===== config.mk =====
export PLATFORM = sky130hd
export DESIGN_NAME = instruction_fetch_flat
export DESIGN_NICKNAME = d
export VERILOG_FILES = /design/src/rtl/ifu_pkg.sv /design/src/rtl/instruction_fetch_if.sv /design/src/rtl/fetch_fifo.sv /design/src/rtl/instruction_fetch.sv /design/src/flat_wrapper.sv
export SDC_FILE = /design/constraint.sdc
export NUM_CORES = 1
export LEC_CHECK = 0
export BUFFER_PORTS_ARGS = -buffer_cell sky130_fd_sc_hd__buf_2
export CAP_MARGIN = 20
export CELL_PAD_IN_SITES_DETAIL_PLACEMENT = 0
export CELL_PAD_IN_SITES_GLOBAL_PLACEMENT = 1
export CORE_MARGIN = 2
export CORE_UTILIZATION = 43
export CTS_BUF_LIST = sky130_fd_sc_hd__clkbuf_8 sky130_fd_sc_hd__clkbuf_16
export DETAILED_ROUTE_END_ITERATION = 16
export PLACE_DENSITY_LB_ADDON = 0.1
export RECOVER_POWER = 25
export SYNTH_ARGS = -nofsm -noshare
export SYNTH_HDL_FRONTEND = slang
export SYNTH_SLANG_ARGS = --single-unit

===== constraint.sdc =====
create_clock -name clk -period 4.7 [get_ports clk]
set_input_delay 0.94 -clock clk [delete_from_list [all_inputs] [get_ports clk]]
set_output_delay 0.94 -clock clk [all_outputs]
set_load 0.01 [all_outputs]

===== src/rtl/ifu_pkg.sv =====
// ifu_pkg: shared fetch-unit types and constants.
package ifu_pkg;
    typedef enum logic [1:0] {BOOT, FETCH, DRAIN} fetch_state_e;
    localparam logic [31:0] RESET_PC_DEFAULT = 32'h0200_0000;
    localparam int INST_WIDTH = 32;
    localparam logic [INST_WIDTH-1:0] NOP_CODE = 32'h0000_0013;
    function automatic logic [31:0] word_align(input logic [31:0] a);
        return {a[31:2], 2'b00};
    endfunction
endpackage


===== src/rtl/instruction_fetch_if.sv =====
// instruction_fetch_if: instruction memory req/gnt/rvalid bus.
interface instruction_fetch_if;
    import ifu_pkg::*;
    logic                  req;
    logic [31:0]           addr;
    logic                  gnt;
    logic                  rvalid;
    logic [INST_WIDTH-1:0] rdata;
    modport master (output req, addr, input gnt, rvalid, rdata);
    modport slave (input req, addr, output gnt, rvalid, rdata);
endinterface


===== src/rtl/fetch_fifo.sv =====
// fetch_fifo: DEPTH-entry {pc, inst} buffer with synchronous push/pop/flush.
module fetch_fifo
    import ifu_pkg::*;
#(
    parameter int DEPTH = 2
) (
    input  logic                         clk,
    input  logic                         rst_n,
    input  logic                         push_i,
    input  logic                         pop_i,
    input  logic                         flush_i,
    input  logic [31:0]                  pc_i,
    input  logic [INST_WIDTH-1:0]        inst_i,
    output logic                         valid_o,
    output logic [31:0]                  pc_o,
    output logic [INST_WIDTH-1:0]        inst_o,
    output logic [$clog2(DEPTH+1)-1:0]   count_o
);
    localparam int PW = DEPTH > 1 ? $clog2(DEPTH) : 1;
    localparam int CW = $clog2(DEPTH+1);
    logic [31+INST_WIDTH:0] mem_q [DEPTH];
    logic [PW-1:0] wr_q, rd_q;
    logic [CW-1:0] count_q;
    logic do_pop;
    function automatic logic [PW-1:0] nxt(input logic [PW-1:0] p);
        return (int'(p) == DEPTH-1) ? '0 : p + PW'(1);
    endfunction
    assign do_pop  = pop_i && count_q != '0;
    assign valid_o = count_q != '0;
    assign count_o = count_q;
    assign {pc_o, inst_o} = valid_o ? mem_q[rd_q] : '0;
    always_ff @(posedge clk or negedge rst_n) begin
        if (!rst_n) begin
            wr_q    <= '0;
            rd_q    <= '0;
            count_q <= '0;
        end else if (flush_i) begin
            wr_q    <= '0;
            rd_q    <= '0;
            count_q <= '0;
        end else begin
            wr_q    <= push_i ? nxt(wr_q) : wr_q;
            rd_q    <= do_pop ? nxt(rd_q) : rd_q;
            count_q <= count_q + CW'(push_i) - CW'(do_pop);
        end
    end
    always_ff @(posedge clk) begin
        if (push_i && !flush_i) mem_q[wr_q] <= {pc_i, inst_i};
    end
endmodule


===== src/rtl/instruction_fetch.sv =====
// instruction_fetch: PC, credit-limited memory requests and redirect flush
// feeding a small FIFO toward instruction_decode.
module instruction_fetch
    import ifu_pkg::*;
#(
    parameter logic [31:0] RESET_PC = RESET_PC_DEFAULT,
    parameter int          DEPTH    = 2
) (
    input  logic                   clk,
    input  logic                   rst_n,
    instruction_fetch_if.master    imem,
    input  logic                   redirect_valid,
    input  logic [31:0]            redirect_pc,
    output logic                   inst_valid,
    input  logic                   inst_ready,
    output logic [INST_WIDTH-1:0]  instruction_code,
    output logic [31:0]            inst_pc
);
    localparam int CW = $clog2(DEPTH+1);
    fetch_state_e state_q, state_d;
    logic [31:0] pc_q, pc_d, rsp_pc;
    logic [CW-1:0] out_q, out_d, disc_q, disc_d, count;
    logic grant, rsp, push, flush;
    assign imem.req  = state_q == FETCH && (int'(out_q) + int'(count)) < DEPTH;
    assign imem.addr = pc_q;
    assign grant = imem.req && imem.gnt;
    assign rsp   = imem.rvalid && out_q != '0;
    assign flush = redirect_valid && state_q != BOOT;
    assign push  = rsp && state_q == FETCH && disc_q == '0 && !redirect_valid;
    assign out_d = out_q + CW'(grant) - CW'(rsp);
    // In FETCH all outstanding requests are contiguous and end just below pc_q.
    assign rsp_pc = pc_q - (32'(out_q) << 2);
    always_comb begin
        state_d = state_q;
        pc_d    = pc_q;
        disc_d  = disc_q;
        if (state_q == BOOT) begin
            state_d = FETCH;
            pc_d    = redirect_valid ? word_align(redirect_pc) : pc_q;
        end else if (redirect_valid) begin
            pc_d    = word_align(redirect_pc);
            disc_d  = out_d;
            state_d = out_d == '0 ? FETCH : DRAIN;
        end else if (state_q == FETCH) begin
            pc_d = grant ? pc_q + 32'd4 : pc_q;
        end else begin
            disc_d  = disc_q - CW'(rsp && disc_q != '0);
            state_d = disc_d == '0 ? FETCH : DRAIN;
        end
    end
    always_ff @(posedge clk or negedge rst_n) begin
        if (!rst_n) begin
            state_q <= BOOT;
            pc_q    <= RESET_PC;
            out_q   <= '0;
            disc_q  <= '0;
        end else begin
            state_q <= state_d;
            pc_q    <= pc_d;
            out_q   <= out_d;
            disc_q  <= disc_d;
        end
    end
    fetch_fifo #(.DEPTH(DEPTH)) u_fifo (
        .clk     (clk),
        .rst_n   (rst_n),
        .push_i  (push),
        .pop_i   (inst_valid && inst_ready),
        .flush_i (flush),
        .pc_i    (rsp_pc),
        .inst_i  (imem.rdata),
        .valid_o (inst_valid),
        .pc_o    (inst_pc),
        .inst_o  (instruction_code),
        .count_o (count)
    );
    a_rvalid_credit: assert property (@(posedge clk) disable iff (!rst_n)
        !(imem.rvalid && out_q == '0));
endmodule


===== src/flat_wrapper.sv =====
// flat-port wrapper written by rule: the top's interface ports become plain ports
module instruction_fetch_flat import ifu_pkg::*;
#(
    parameter logic [31:0] RESET_PC = RESET_PC_DEFAULT,
    parameter int          DEPTH    = 2
)
  (clk, rst_n, redirect_valid, redirect_pc, inst_valid, inst_ready, instruction_code, inst_pc, imem_req, imem_addr, imem_gnt, imem_rvalid, imem_rdata);
  instruction_fetch_if imem_i ();
  input  logic clk;
  input  logic rst_n;
  input  logic redirect_valid;
  input  logic [31:0] redirect_pc;
  output logic inst_valid;
  input  logic inst_ready;
  output logic [INST_WIDTH-1:0] instruction_code;
  output logic [31:0] inst_pc;
  output wire logic [$bits(imem_i.req)-1:0] imem_req;
  output wire logic [$bits(imem_i.addr)-1:0] imem_addr;
  input wire logic [$bits(imem_i.gnt)-1:0] imem_gnt;
  input wire logic [$bits(imem_i.rvalid)-1:0] imem_rvalid;
  input wire logic [$bits(imem_i.rdata)-1:0] imem_rdata;
  assign imem_req = imem_i.req;
  assign imem_addr = imem_i.addr;
  assign imem_i.gnt = imem_gnt;
  assign imem_i.rvalid = imem_rvalid;
  assign imem_i.rdata = imem_rdata;
  instruction_fetch #(.RESET_PC(RESET_PC), .DEPTH(DEPTH)) u_core (.clk(clk), .rst_n(rst_n), .imem(imem_i), .redirect_valid(redirect_valid), .redirect_pc(redirect_pc), .inst_valid(inst_valid), .inst_ready(inst_ready), .instruction_code(instruction_code), .inst_pc(inst_pc));
endmodule

# Yosys cells after proc, flatten, opt, wreduce, memory -nomap -nowiden
# Memory sizes are Yosys's and may differ from the RTL's.
# Index checks and enable logic that the tools add are counted.
# word_totals
regBits	42
mem_bits_rw	128
in_bits	70
output_inout_bits	98
wordCells	73
n_memories	1
# mem_list
name	words	word_bits	rd	rd_clocked_by_memory_dff	write_ports	line	text
u_core.u_fifo.mem_q	2	64	1	0	1	fetch_fifo.sv:21	logic [31+INST_WIDTH:0] mem_q [DEPTH];
# op_classes
addsub	10
n_lt_le_gt_ge	1
eq_ne	4
muxes	22
bitwise_logic	1
reduce_logical	27
# op_table
cell	count
$mux W32	5
$mux W64	1
$add A32 B3 Y32 const B	1
$lt A32 B3 Y1 const B	1
$sub A32 B4 Y32	1
$mux W2	8
$reduce_bool A2 Y1	8
$logic_and A1 B1 Y1	11
$logic_not A2 Y1	4
$mux W1	8
$sub A2 B1 Y2	3
$add A2 B1 Y2	2
$ne A2 B2 Y1 const B	2
$add A2 B2 Y3	1
$ne A3 B3 Y1 const B	1
$reduce_and A3 Y1	1
$add A1 B1 Y1 const B	2
$eq A2 B1 Y1 const B	1
$logic_not A1 Y1	2
$reduce_and A2 Y1	1
$not A1 Y1	1

# Depth between registers and ports, before layout
# Gate-level depths: netlist (run 1).
# logic_depth
ltp_word	10
ltp_mapped	9

# By module
# From an unflattened synthesis (run 1), not the netlist that was laid out.
# unflattened
cells_unflattened	657
hier_area_um2	8012.7
# by_module_without_submodules
mod	instances	cells_each	area_each_um2	seq_area_each_um2
fetch_fifo	1	291	5107.4	3943.8
instruction_fetch	1	366	2905.3	902.1

# Worst setup path before layout (run 1)
# Ideal clock, no wire load.
# synth_timing
kind	in2reg
from	input port redirect_valid
to	memory u_core.u_fifo.mem_q[0][0] in the netlist's numbering (enable)
arrival_ns	4.047
setup_slack_ns	0.171
cell_stages	4
path_cell_list	clkbuf_1 -> nor2_1 -> nand4b_1 -> nor2_1
# synth_via
elab_chain_len	5
word_cells_on_any_way	7
cone_classes	2 x mux; 5 x reduce/logical
# synth_lines
item	line	text
from (decl)	flat_wrapper.sv:11	input logic redirect_valid;
$logic_not A1 Y1 or $logic_and A1 B1 Y1 (tied branches)	instruction_fetch.sv:29, instruction_fetch.sv:28	
$logic_and A1 B1 Y1 or $logic_not A1 Y1 (tied branches)	instruction_fetch.sv:29, fetch_fifo.sv:48	
$logic_and A1 B1 Y1 (*)	fetch_fifo.sv:48	if (push_i && !flush_i) mem_q[wr_q] <= {pc_i, inst_i};
$mux W1 (*)	fetch_fifo.sv:48	
$mux W1 (implied by the code) (*)	fetch_fifo.sv:48	
to (decl)	fetch_fifo.sv:21	
# Every way passes the cells marked *; elsewhere a longest branch is shown, timed or not.

# Worst setup path in the final report (run 1)
# layout_timing
from	register u_core.u_fifo.count_q[1], in the netlist u_core.u_fifo.count_o[1]
to	output port instruction_code[21]
# layout_via
elab_chain_len	2
# layout_lines
item	line	text
from (decl)	fetch_fifo.sv:23	logic [CW-1:0] count_q;
from (signal assigned)	fetch_fifo.sv:44	count_q <= count_q + CW'(push_i) - CW'(do_pop);
$reduce_bool A2 Y1	fetch_fifo.sv:29	assign valid_o = count_q != '0;
$mux W64	fetch_fifo.sv:31	assign {pc_o, inst_o} = valid_o ? mem_q[rd_q] : '0;
to (decl)	flat_wrapper.sv:15	output logic [INST_WIDTH-1:0] instruction_code;
# Every way passes these cells.

==> results of run 1 <==
-- synthesized netlist by cell type, types with 4 or more instances --
cell type	count
edfxtp_1	124
nor2_1	104
mux2i_1	63
dfrtp_1	39
nand2_1	35
clkbuf_1	32
o21ai_0	28
nand3_1	27
a21oi_1	21
xor2_1	18
inv_1	16
nor3_1	16
nand4_1	13
xnor2_1	13
nor4_1	11
a31oi_1	10
buf_1	9
ha_1	8
o22ai_1	6
and2_1	5
and3_1	5
buf_4	5
o22a_1	5
nor2b_1	4
or4_1	4
-- per-layer routing --
layer	part of all wire, %	GRT usage [%]
met4	0.61	5.529
met2	49	31.92
met5	0	0
met3	6.3	4.489
met1	44	24.82
-- worst reg2reg max path: stages (launching register included) --
cell and delay (ns):
dfrtp_1 0.52, nor4_1 0.61, nor4b_2 0.67, nand2_1 0.33
nor4_1 0.37, xor2_1 0.13
-- flip-flops by register name (all words and copies together), names as in the netlist --
register / flops
u_core.imem.addr: 30
u_core.u_fifo.wr_q: 1
u_core.state_q: 2
u_core.u_fifo.count_o: 2
u_core.out_q: 2
u_core.u_fifo.rd_q: 1
u_core.u_fifo.mem_q: 124
u_core.disc_q: 2
-- cell families after synthesis --
family,after synthesis,share of synthesized area (%)
muxes,63,8.045
other,1,0.04784
buffers and inverters,66,3.528
DFF,164,60.29
AOI/OAI and AO/OA,97,7.885
xor gates and xnor gates,31,3.464
adders and majority gates,10,1.788
and+or+nand+nor,243,14.96
-- through the flow --
stage / worst slack (ns) / cell area [um^2] / utilization [%] / std cells / power [mW]
3_5_place_dp: 1.710 / 8816 / 49.25 / 1025 / 4.255
2_1_floorplan: 0.1710 / 7850 / - / 678 / 3.512
6_report: 1.496 / 9424 / 52.64 / 1057 / 5.640
4_1_cts: 1.390 / 9420 / 52.62 / 1056 / 5.682
3_3_place_gp: 1.750 / 8811 / 49.22 / 1024 / 4.209
5_1_grt: 1.294 / 9424 / 52.64 / 1057 / 5.990
-- path summary, 6_finish.rpt --
kind                                                     from                                   end  slack, ns  cells after the start
setup / recovery           u_core.u_fifo.count_o[1]$_DFF_PN0_                  instruction_code[21]       1.50                      4
hold / removal                   u_core.disc_q[0]$_DFFE_PN0P_          u_core.disc_q[0]$_DFFE_PN0P_       0.51                      2
setup reg to reg              u_core.imem.addr[7]$_DFFE_PN0P_  u_core.u_fifo.mem_q[1][53]$_DFFE_PP_       1.81                      5
hold reg to reg                  u_core.disc_q[0]$_DFFE_PN0P_          u_core.disc_q[0]$_DFFE_PN0P_       0.51                      2
max in group asynchronous                               rst_n        u_core.u_fifo.rd_q$_DFFE_PN0P_       1.81                      1
min in group asynchronous                               rst_n         u_core.state_q[0]$_DFFE_PN0P_       1.23                      1
-- where the power goes --
group	internal, mW	total (mW)	switching [mW]
clock network	0.841	1.42	0.578
logic	0.829	1.97	1.14
registers	1.83	2.25	0.423
total	3.50	5.64	2.14
-- final cells by class --
cell class / instances / area (um^2) / share of cell area, %
timing repair buffer: 168 / 852.1 / 9.041
tap: 229 / 286.5 / 3.040
sequential: 164 / 4730 / 50.19
clock buffer: 17 / 425.4 / 4.514
inverter: 17 / 63.81 / 0.6771
clock inverter: 14 / 178.9 / 1.899
multi-input combinational: 448 / 2888 / 30.64
==> impl_metrics.json, run 1 <==
{
  "cp_slowest_cell": "nor2_4",
  "cts.sinks": 164,
  "root_buffer": "clkbuf_16",
  "synth_edf_count": 124,
  "wl_per_cell_um": 17.49,
  "whs_ns": 0.5143,
  "relSlewSlack_pct": -57.15,
  "cp_data_required_time_ns": 3.76,
  "nets": 896,
  "syn2layout_area_growth_pct": 20.22,
  "wl_um": 18490,
  "drive_above_1_share_pct": 24.15,
  "post_cts_resized": 0,
  "hpwl_um": 12310,
  "grt_pass1_wl_um": 29070,
  "dieWidth_um": 139.0,
  "power.leakage_nw": 3.641,
  "htree_levels": 4,
  "ioPinCount": 168,
  "die_y_um": 139.0,
  "setup_tns_ns": 0,
  "via_per_inst": 5.386,
  "syn_inst": 675,
  "clk_pin_slew_ns": 0.06,
  "drcViolationCount": 0,
  "num_rows": 49,
  "vdd_drop_max_v": 0.0003141,
  "status": "finished with violations",
  "ant_nets": 0,
  "ys.flop_type": "edfxtp_1",
  "synth_cell_types": 57,
  "synthTopCellsByArea": "edfxtp_1 (48%), dfrtp_1 (12%), mux2i_1 (8.0%), nor2_1 (5.0%), xor2_1 (2.0%)",
  "fin_crit_ns": 3.204,
  "synth_top_area_share_pct": 47.50,
  "max_freq_mhz": 312.1,
  "floorplan.initialDensity_pct": 43.79,
  "post-cts-setup-buffers": 0,
  "synthArstFlopShare_pct": 24.39,
  "min_path_type": "reg2reg",
  "vias": 5693,
  "core_mm2": 0.01790,
  "critPathKind": "reg2out",
  "skew_ns": 0.008533,
  "hold_viol": 0,
  "path_delay_family": "simple AND/OR/NAND/NOR gates",
  "antennaDiodeCount": 0,
  "dieArea_mm2": 0.01933,
  "cts_tree": "done",
  "synth_area_per_cell_um2": 11.61,
  "fill_cells": 1622,
  "insertion_delay_ns": 0.42,
  "grt_usage_pct": 19.03,
  "p_per_area_mw_per_mm2": 598.5,
  "cts_hold_buf": 0,
  "clockBufferDepth": 2,
  "synth_largest_area_cell": "edfxtp_1",
  "grt_setup_unrepaired": "false",
  "violations": "capacitance limit, slew limit",
  "drtIter0Drc": 302,
  "slowest_delay_ns": 0.63,
  "crit_fanout": 32,
  "critPathLaunchType": "flop",
  "drv_slew": 41,
  "tightestPinTransition_ns": 2.357,
  "drtPass1Iterations": 5,
  "overflow": 0,
  "cts_made_buffers": 17,
  "critical_path.cell_chain": "nor2_4 -> buf_4 -> nor2_1 -> buf_2",
  "finalSetupViolCount": 0,
  "crit_buf_inv": 2,
  "io_buffers": 161,
  "grt_pass1_vias": 5621,
  "ys_ff_latch": 164,
  "maxCapViolCount": 1,
  "grt_max_degree": 64,
  "final_cell_mix": "buf_2 (143), edfxtp_1 (124), nor2_1 (100)",
  "synth_area_mm2": 0.007839,
  "yosysSeqAreaShare_pct": 60.29,
  "arrival_ns": 2.26,
  "end_kind": "output pin",
  "final_common_cell": "buf_2",
  "gp_congestion": 0.8338,
  "antenna_found_initial": 0,
  "post-route-period-util_pct": 68.17,
  "yosysWarnings": 0
}
(Power assumes the default switching activity.)
==> run 2: changes to the inputs <==
--- a/config.mk
+++ b/config.mk
@@ -10,7 +10,7 @@
 export CELL_PAD_IN_SITES_DETAIL_PLACEMENT = 0
 export CELL_PAD_IN_SITES_GLOBAL_PLACEMENT = 1
 export CORE_MARGIN = 2
-export CORE_UTILIZATION = 43
+export CORE_UTILIZATION = 39
 export CTS_BUF_LIST = sky130_fd_sc_hd__clkbuf_8 sky130_fd_sc_hd__clkbuf_16
 export DETAILED_ROUTE_END_ITERATION = 16
 export PLACE_DENSITY_LB_ADDON = 0.1
==> constraint.sdc (replaced) <==
create_clock -name clk -period 2.7 [get_ports clk]
set_input_delay 0.54 -clock clk [delete_from_list [all_inputs] [get_ports clk]]
set_output_delay 0.54 -clock clk [all_outputs]
set_load 0.01 [all_outputs]
==> run 2 against run 1 <==
The run now ends clean. Non-clock buffer count up 34. Flip-flop and latch count did not move. Wire length rose by 5.3%. Clock power is 82% higher. Sequential power rose by 61%. Sequential share of layout area shrank 2.0 points. Die area grew 10%. Final cell count grew 6.8%. Clock skew up 0.011 ns. Clock-buffer cell count unchanged. Worst hold slack lost 0.21 ns. Critical endpoint is now imem_req. Largest power group is now combinational logic. Highest routed layer unchanged.
==> impl_metrics.json, run 2 (synthesis gave the netlist of run 1 again) <==
{
  "regToRegStartpoint": "u_core.imem.addr[18]$_DFFE_PN0P_",
  "nets": 930,
  "clockBufferDepth": 2,
  "dieWidth_um": 145.8,
  "tightestPinTransition_ns": 0.8400,
  "fin_cells": 1129,
  "grt_pass1_vias": 5766,
  "finalSetupViolCount": 0,
  "maxCapViolCount": 0,
  "grt_usage_pct": 18.22,
  "dieArea_mm2": 0.02125,
  "min_path_type": "in2reg",
  "drv_slew": 0,
  "cts_made_buffers": 17,
  "post-cts-setup-buffers": 0,
  "regMostFlops": "u_core.u_fifo.mem_q",
  "via_per_inst": 5.169,
  "p_clk_share_pct": 25.3,
  "reg2reg_slack_ns": 0.20,
  "cts.sinks": 164,
  "hold_viol": 0,
  "post-route-period-util_pct": 96.65,
  "cts_tree": "done",
  "fill_cells": 1826,
  "drtIter0Drc": 319,
  "fin_crit_ns": 2.610,
  "skew_ns": 0.02001,
  "drtPass1Iterations": 5,
  "multi_input_area_mm2": 0.002880,
  "critPathKind": "reg2out",
  "wl_per_cell_um": 17.23,
  "overflow": 0,
  "drive_above_1_share_pct": 27.81,
  "whs_ns": 0.2994,
  "arrival_ns": 2.07,
  "vias": 5836,
  "core_mm2": 0.01959,
  "relSlewSlack_pct": 43.48,
  "wl_um": 19460,
  "ant_nets": 0,
  "floorplan.initialDensity_pct": 40.01,
  "status": "finished, final reports clean",
  "p_per_area_mw_per_mm2": 1044,
  "p_comb_share_pct": 39.3,
  "switching_power_mw": 3.825,
  "switching_share_pct": 37.35,
  "die_y_um": 145.8,
  "end_kind": "output pin",
  "antenna_found_initial": 0,
  "final_common_cell": "buf_2",
  "cp_data_required_time_ns": 2.16,
  "min_from": "imem_rdata[17]",
  "cellInternalPower_mw": 6.416,
  "num_rows": 51,
  "syn2layout_area_growth_pct": 25.11,
  "regArea_mm2": 0.004730,
  "seq_power_share_pct": 35.3,
  "grt_setup_unrepaired": "false",
  "crit_fanout": 4,
  "critPathLaunchType": "flop",
  "hpwl_um": 13420,
  "final_cell_mix": "buf_2 (148), edfxtp_1 (124), nor2_1 (101)",
  "ff2ff_path_depth": 5,
  "vdd_drop_max_v": 0.0004853,
  "largest_register_ffs": 124,
  "clk_pin_slew_ns": 0.07,
  "root_buffer": "clkbuf_16",
  "place_inst": 1095,
  "grt_max_degree": 63,
  "hold_depth": 1,
  "ioPinCount": 168,
  "max_freq_mhz": 383.2,
  "holdPathEnd": "u_core.u_fifo.mem_q[1][17]$_DFFE_PP_",
  "timing.rr.end": "u_core.u_fifo.mem_q[0][60]$_DFFE_PP_",
  "insertion_delay_ns": 0.43,
  "grt_pass1_wl_um": 30500,
  "power.leakage_nw": 3.865,
  "io_buffers": 161,
  "drcViolationCount": 0,
  "gp_congestion": 0.8231,
  "htree_levels": 4
}
[run 2: worst max-delay path: stages, from the launching register on]
cell	delay, ns
dfrtp_1	0.43
and2_1	0.17
fa_1	0.44
nor4b_2	0.29
buf_4	0.17
buf_2	0.13
[run 2: layer usage]
| metal | track usage (%) | routed length (um) | vias to the layer above |
|---|---|---|---|
| met2 | 29.48 | 9291 | 185 |
| met1 | 23.92 | 8806 | 2814 |
| met3 | 4.734 | 1098 | 18 |
| li1 | - | - | 2819 |
| met5 | 0 | 0 | - |
| met4 | 6.078 | 261 | 0 |
[run 2: worst max-delay path by stage]
stage | startpoint | endpoint | cells after the start
global route | u_core.out_q[0]$_DFF_PN0_ | imem_req | 5
global placement | u_core.imem.addr[18]$_DFFE_PN0P_ | u_core.u_fifo.mem_q[0][60]$_DFFE_PP_ | 5
floorplan | redirect_valid | u_core.u_fifo.mem_q[0][0]$_DFFE_PP_ | 4
finish | u_core.out_q[0]$_DFF_PN0_ | imem_req | 5
detailed placement | u_core.u_fifo.count_o[0]$_DFF_PN0_ | u_core.disc_q[1]$_DFFE_PN0P_ | 9
CTS | u_core.u_fifo.count_o[0]$_DFF_PN0_ | imem_req | 5
[run 2: power by group through the flow]
stage / clock network [mW] / registers, mW / logic (mW)
CTS: 2.66 / 3.61 / 4.07
global placement: 0 / 3.65 / 3.99
detailed placement: 0 / 3.67 / 4.05
floorplan: 0 / 3.57 / 2.55
global route: 2.76 / 3.66 / 4.44
finish: 2.59 / 3.62 / 4.03
[run 2: timing repair]
action	CTS	global route
hold endpoints to repair	9	0
resized for setup	0	1
endpoints found under the setup margin	0	2
hold buffers	1	0
[run 2: through the flow]
step / worst slack (ns) / TNS (ns) / instance area (um^2) / power (mW) / util (%)
after floorplan: -0.4244 / -52.62 / 7855 / 6.112 / -
after global placement: 0.2325 / 0 / 9174 / 7.638 / 46.83
after detailed placement: 0.1720 / 0 / 9174 / 7.724 / 46.83
after CTS: 0.05281 / 0 / 9823 / 10.34 / 50.14
after global routing: 0.02013 / 0 / 9804 / 10.87 / 50.05
final: 0.09042 / 0 / 9807 / 10.24 / 50.06
[run 2: area by class of cell]
type	instances	share of cell area, %
sequential	164	48.23
multi-input combinational	448	29.37
timing repair buffer	202	11.83
clock buffer	17	4.338
tap	265	3.381
clock inverter	15	2.182
inverter	17	0.6507
antenna	1	0.02552
==> run 3: changes to the inputs <==
--- a/config.mk
+++ b/config.mk
@@ -12,9 +12,9 @@
 export CORE_MARGIN = 2
 export CORE_UTILIZATION = 39
 export CTS_BUF_LIST = sky130_fd_sc_hd__clkbuf_8 sky130_fd_sc_hd__clkbuf_16
+export CTS_CLUSTER_DIAMETER = 30
 export DETAILED_ROUTE_END_ITERATION = 16
-export PLACE_DENSITY_LB_ADDON = 0.1
-export RECOVER_POWER = 25
+export PLACE_DENSITY = 0.86
 export SYNTH_ARGS = -nofsm -noshare
 export SYNTH_HDL_FRONTEND = slang
 export SYNTH_SLANG_ARGS = --single-unit
==> run 3 against run 2 <==
Total power is 1.7% lower. Clock skew is 0.00072 ns lower. Maximum frequency is 0.97% higher. Highest routed layer unchanged. Clock-buffer cell count stayed put.
==> impl_metrics.json, run 3 (synthesis gave the netlist of run 1 again) <==
{
  "cp_data_required_time_ns": 2.16,
  "clockBufferDepth": 2,
  "dieArea_mm2": 0.02125,
  "vias": 5853,
  "worst_slack_ns": 0.1155,
  "wl_um": 18940,
  "drv_slew": 0,
  "fill_cells": 1787,
  "end_kind": "output pin",
  "wl_per_cell_um": 16.78,
  "post-route-period-util_pct": 95.72,
  "cp_slowest_cell": "fa_1",
  "vdd_drop_max_v": 0.0004300,
  "grt_pass1_vias": 5775,
  "floorplan.initialDensity_pct": 40.01,
  "cts_made_buffers": 17,
  "clk_pin_slew_ns": 0.07,
  "skew_ns": 0.01929,
  "slowest_delay_ns": 0.48,
  "via_per_inst": 5.184,
  "post-cts-setup-buffers": 0,
  "io_buffers": 161,
  "status": "finished, final reports clean",
  "finalSetupViolCount": 0,
  "grt_usage_pct": 18.10,
  "root_buffer": "clkbuf_16",
  "relSlewSlack_pct": 42.37,
  "antenna_found_initial": 0,
  "gp_congestion": 0.8567,
  "cts.sinks": 164,
  "dieWidth_um": 145.8,
  "drcViolationCount": 0,
  "fin_util_pct": 49.97,
  "drive_above_1_share_pct": 29.51,
  "arrival_ns": 2.04,
  "fin_crit_ns": 2.585,
  "overflow": 0,
  "nets": 931,
  "core_mm2": 0.01959,
  "grt_max_degree": 63,
  "htree_levels": 4,
  "largest_register_ffs": 124,
  "ant_nets": 0,
  "insertion_delay_ns": 0.42,
  "critPathLaunchType": "flop",
  "postLayoutCellArea_mm2": 0.009789,
  "cts_tree": "done",
  "critPathKind": "reg2out",
  "dpl_worst_slack_ns": 0.1963,
  "drtIter0Drc": 446,
  "max_freq_mhz": 386.9,
  "fin_cells": 1129,
  "place_inst": 1097,
  "hold_viol": 0,
  "power.leakage_nw": 3.869,
  "hpwl_um": 13410,
  "path_delay_family": "adder cells",
  "antennaDiodeCount": 0,
  "min_path_type": "in2async",
  "syn2layout_area_growth_pct": 24.88,
  "tightestPinTransition_ns": 0.8565,
  "final_cell_mix": "buf_2 (161), edfxtp_1 (124), nor2_1 (101)",
  "ioPinCount": 168,
  "p_per_area_mw_per_mm2": 1028,
  "crit_fanout": 3,
  "die_y_um": 145.8,
  "regMostFlops": "u_core.u_fifo.mem_q",
  "grt_setup_unrepaired": "false",
  "num_rows": 51,
  "grt_pass1_wl_um": 30420,
  "final_common_cell": "buf_2",
  "drtPass1Iterations": 7,
  "critical_path.cell_chain": "and2_1 -> fa_1 -> nor4b_4 -> buf_4 -> buf_2",
  "placed_cell_area_mm2": 0.009199,
  "crit_buf_inv": 2,
  "maxCapViolCount": 0
}
-- run 3: cell count changes in the layout (fill, tap and decap cells not counted), moves of 2 or more --
cell and change:
buf_2 +13, clkinv_2 +2, clkinvlp_4 +4, clkbuf_1 -13, clkinv_4 +2, buf_4 +2, inv_8 -3, inv_6 -2
bufinv_16 -2
-- run 3: per-stage QoR --
step / setup TNS [ns] / hold WS (ns) / power [mW]
final: 0 / 0.01760 / 10.07
after detailed placement: 0 / 0.4725 / 7.759
after global routing: 0 / 0.02668 / 10.69
after floorplan: -52.62 / 0.2444 / 6.112
after CTS: 0 / 0.01778 / 10.14
after global placement: 0 / 0.4681 / 7.685
-- run 3: worst register-to-register path, cell delays in order (launching register included) --
cell and delay, ns:
dfrtp_1 0.53, inv_1 0.08, ha_1 0.27, nor2b_1 0.15
nor4b_2 0.44, nand2_1 0.29, nor4_1 0.35, xor2_1 0.13
-- run 3: power breakdown --
part | switching, mW | internal (mW) | total (mW)
clock | 1.00 | 1.37 | 2.37
combinational | 2.31 | 1.70 | 4.00
sequential | 0.507 | 3.19 | 3.70
-- run 3: repair_timing --
action,in CTS,in global routing
hold buffers,0,0
endpoints found under the setup margin,0,2
endpoints found under the hold margin,0,0
resized for setup,0,1
-- run 3: routing by layer --
metal / global-route usage [%] / routed length (um)
met1: 23.91 / 8507
met2: 29.91 / 9122
met3: 4.044 / 1079
met4: 5.441 / 229
met5: 0 / 0
-- run 3: path summary, 6_finish.rpt --
path	start	to	slack, ns	cells after the start
max	u_core.u_fifo.count_o[0]$_DFF_PN0_	imem_req	0.12	5
min	rst_n	u_core.u_fifo.rd_q$_DFFE_PN0P_	0.02	1
max reg2reg	u_core.out_q[1]$_DFF_PN0_	u_core.u_fifo.mem_q[1][53]$_DFFE_PP_	0.18	7
min reg2reg	u_core.disc_q[0]$_DFFE_PN0P_	u_core.disc_q[0]$_DFFE_PN0P_	0.51	2
max in group asynchronous	rst_n	u_core.imem.addr[10]$_DFFE_PN0P_	2.00	2
min in group clk	imem_rdata[12]	u_core.u_fifo.mem_q[1][12]$_DFFE_PP_	0.31	1
-- run 3: final cells by class --
type,instances,area (um^2),share of cell area (%)
clock inverter,15,156.4,1.598
multi-input combinational,448,2887,29.49
timing repair buffer,203,1196,12.22
sequential,164,4730,48.31
clock buffer,17,425.4,4.346
tap,265,331.6,3.387
inverter,17,63.81,0.6518
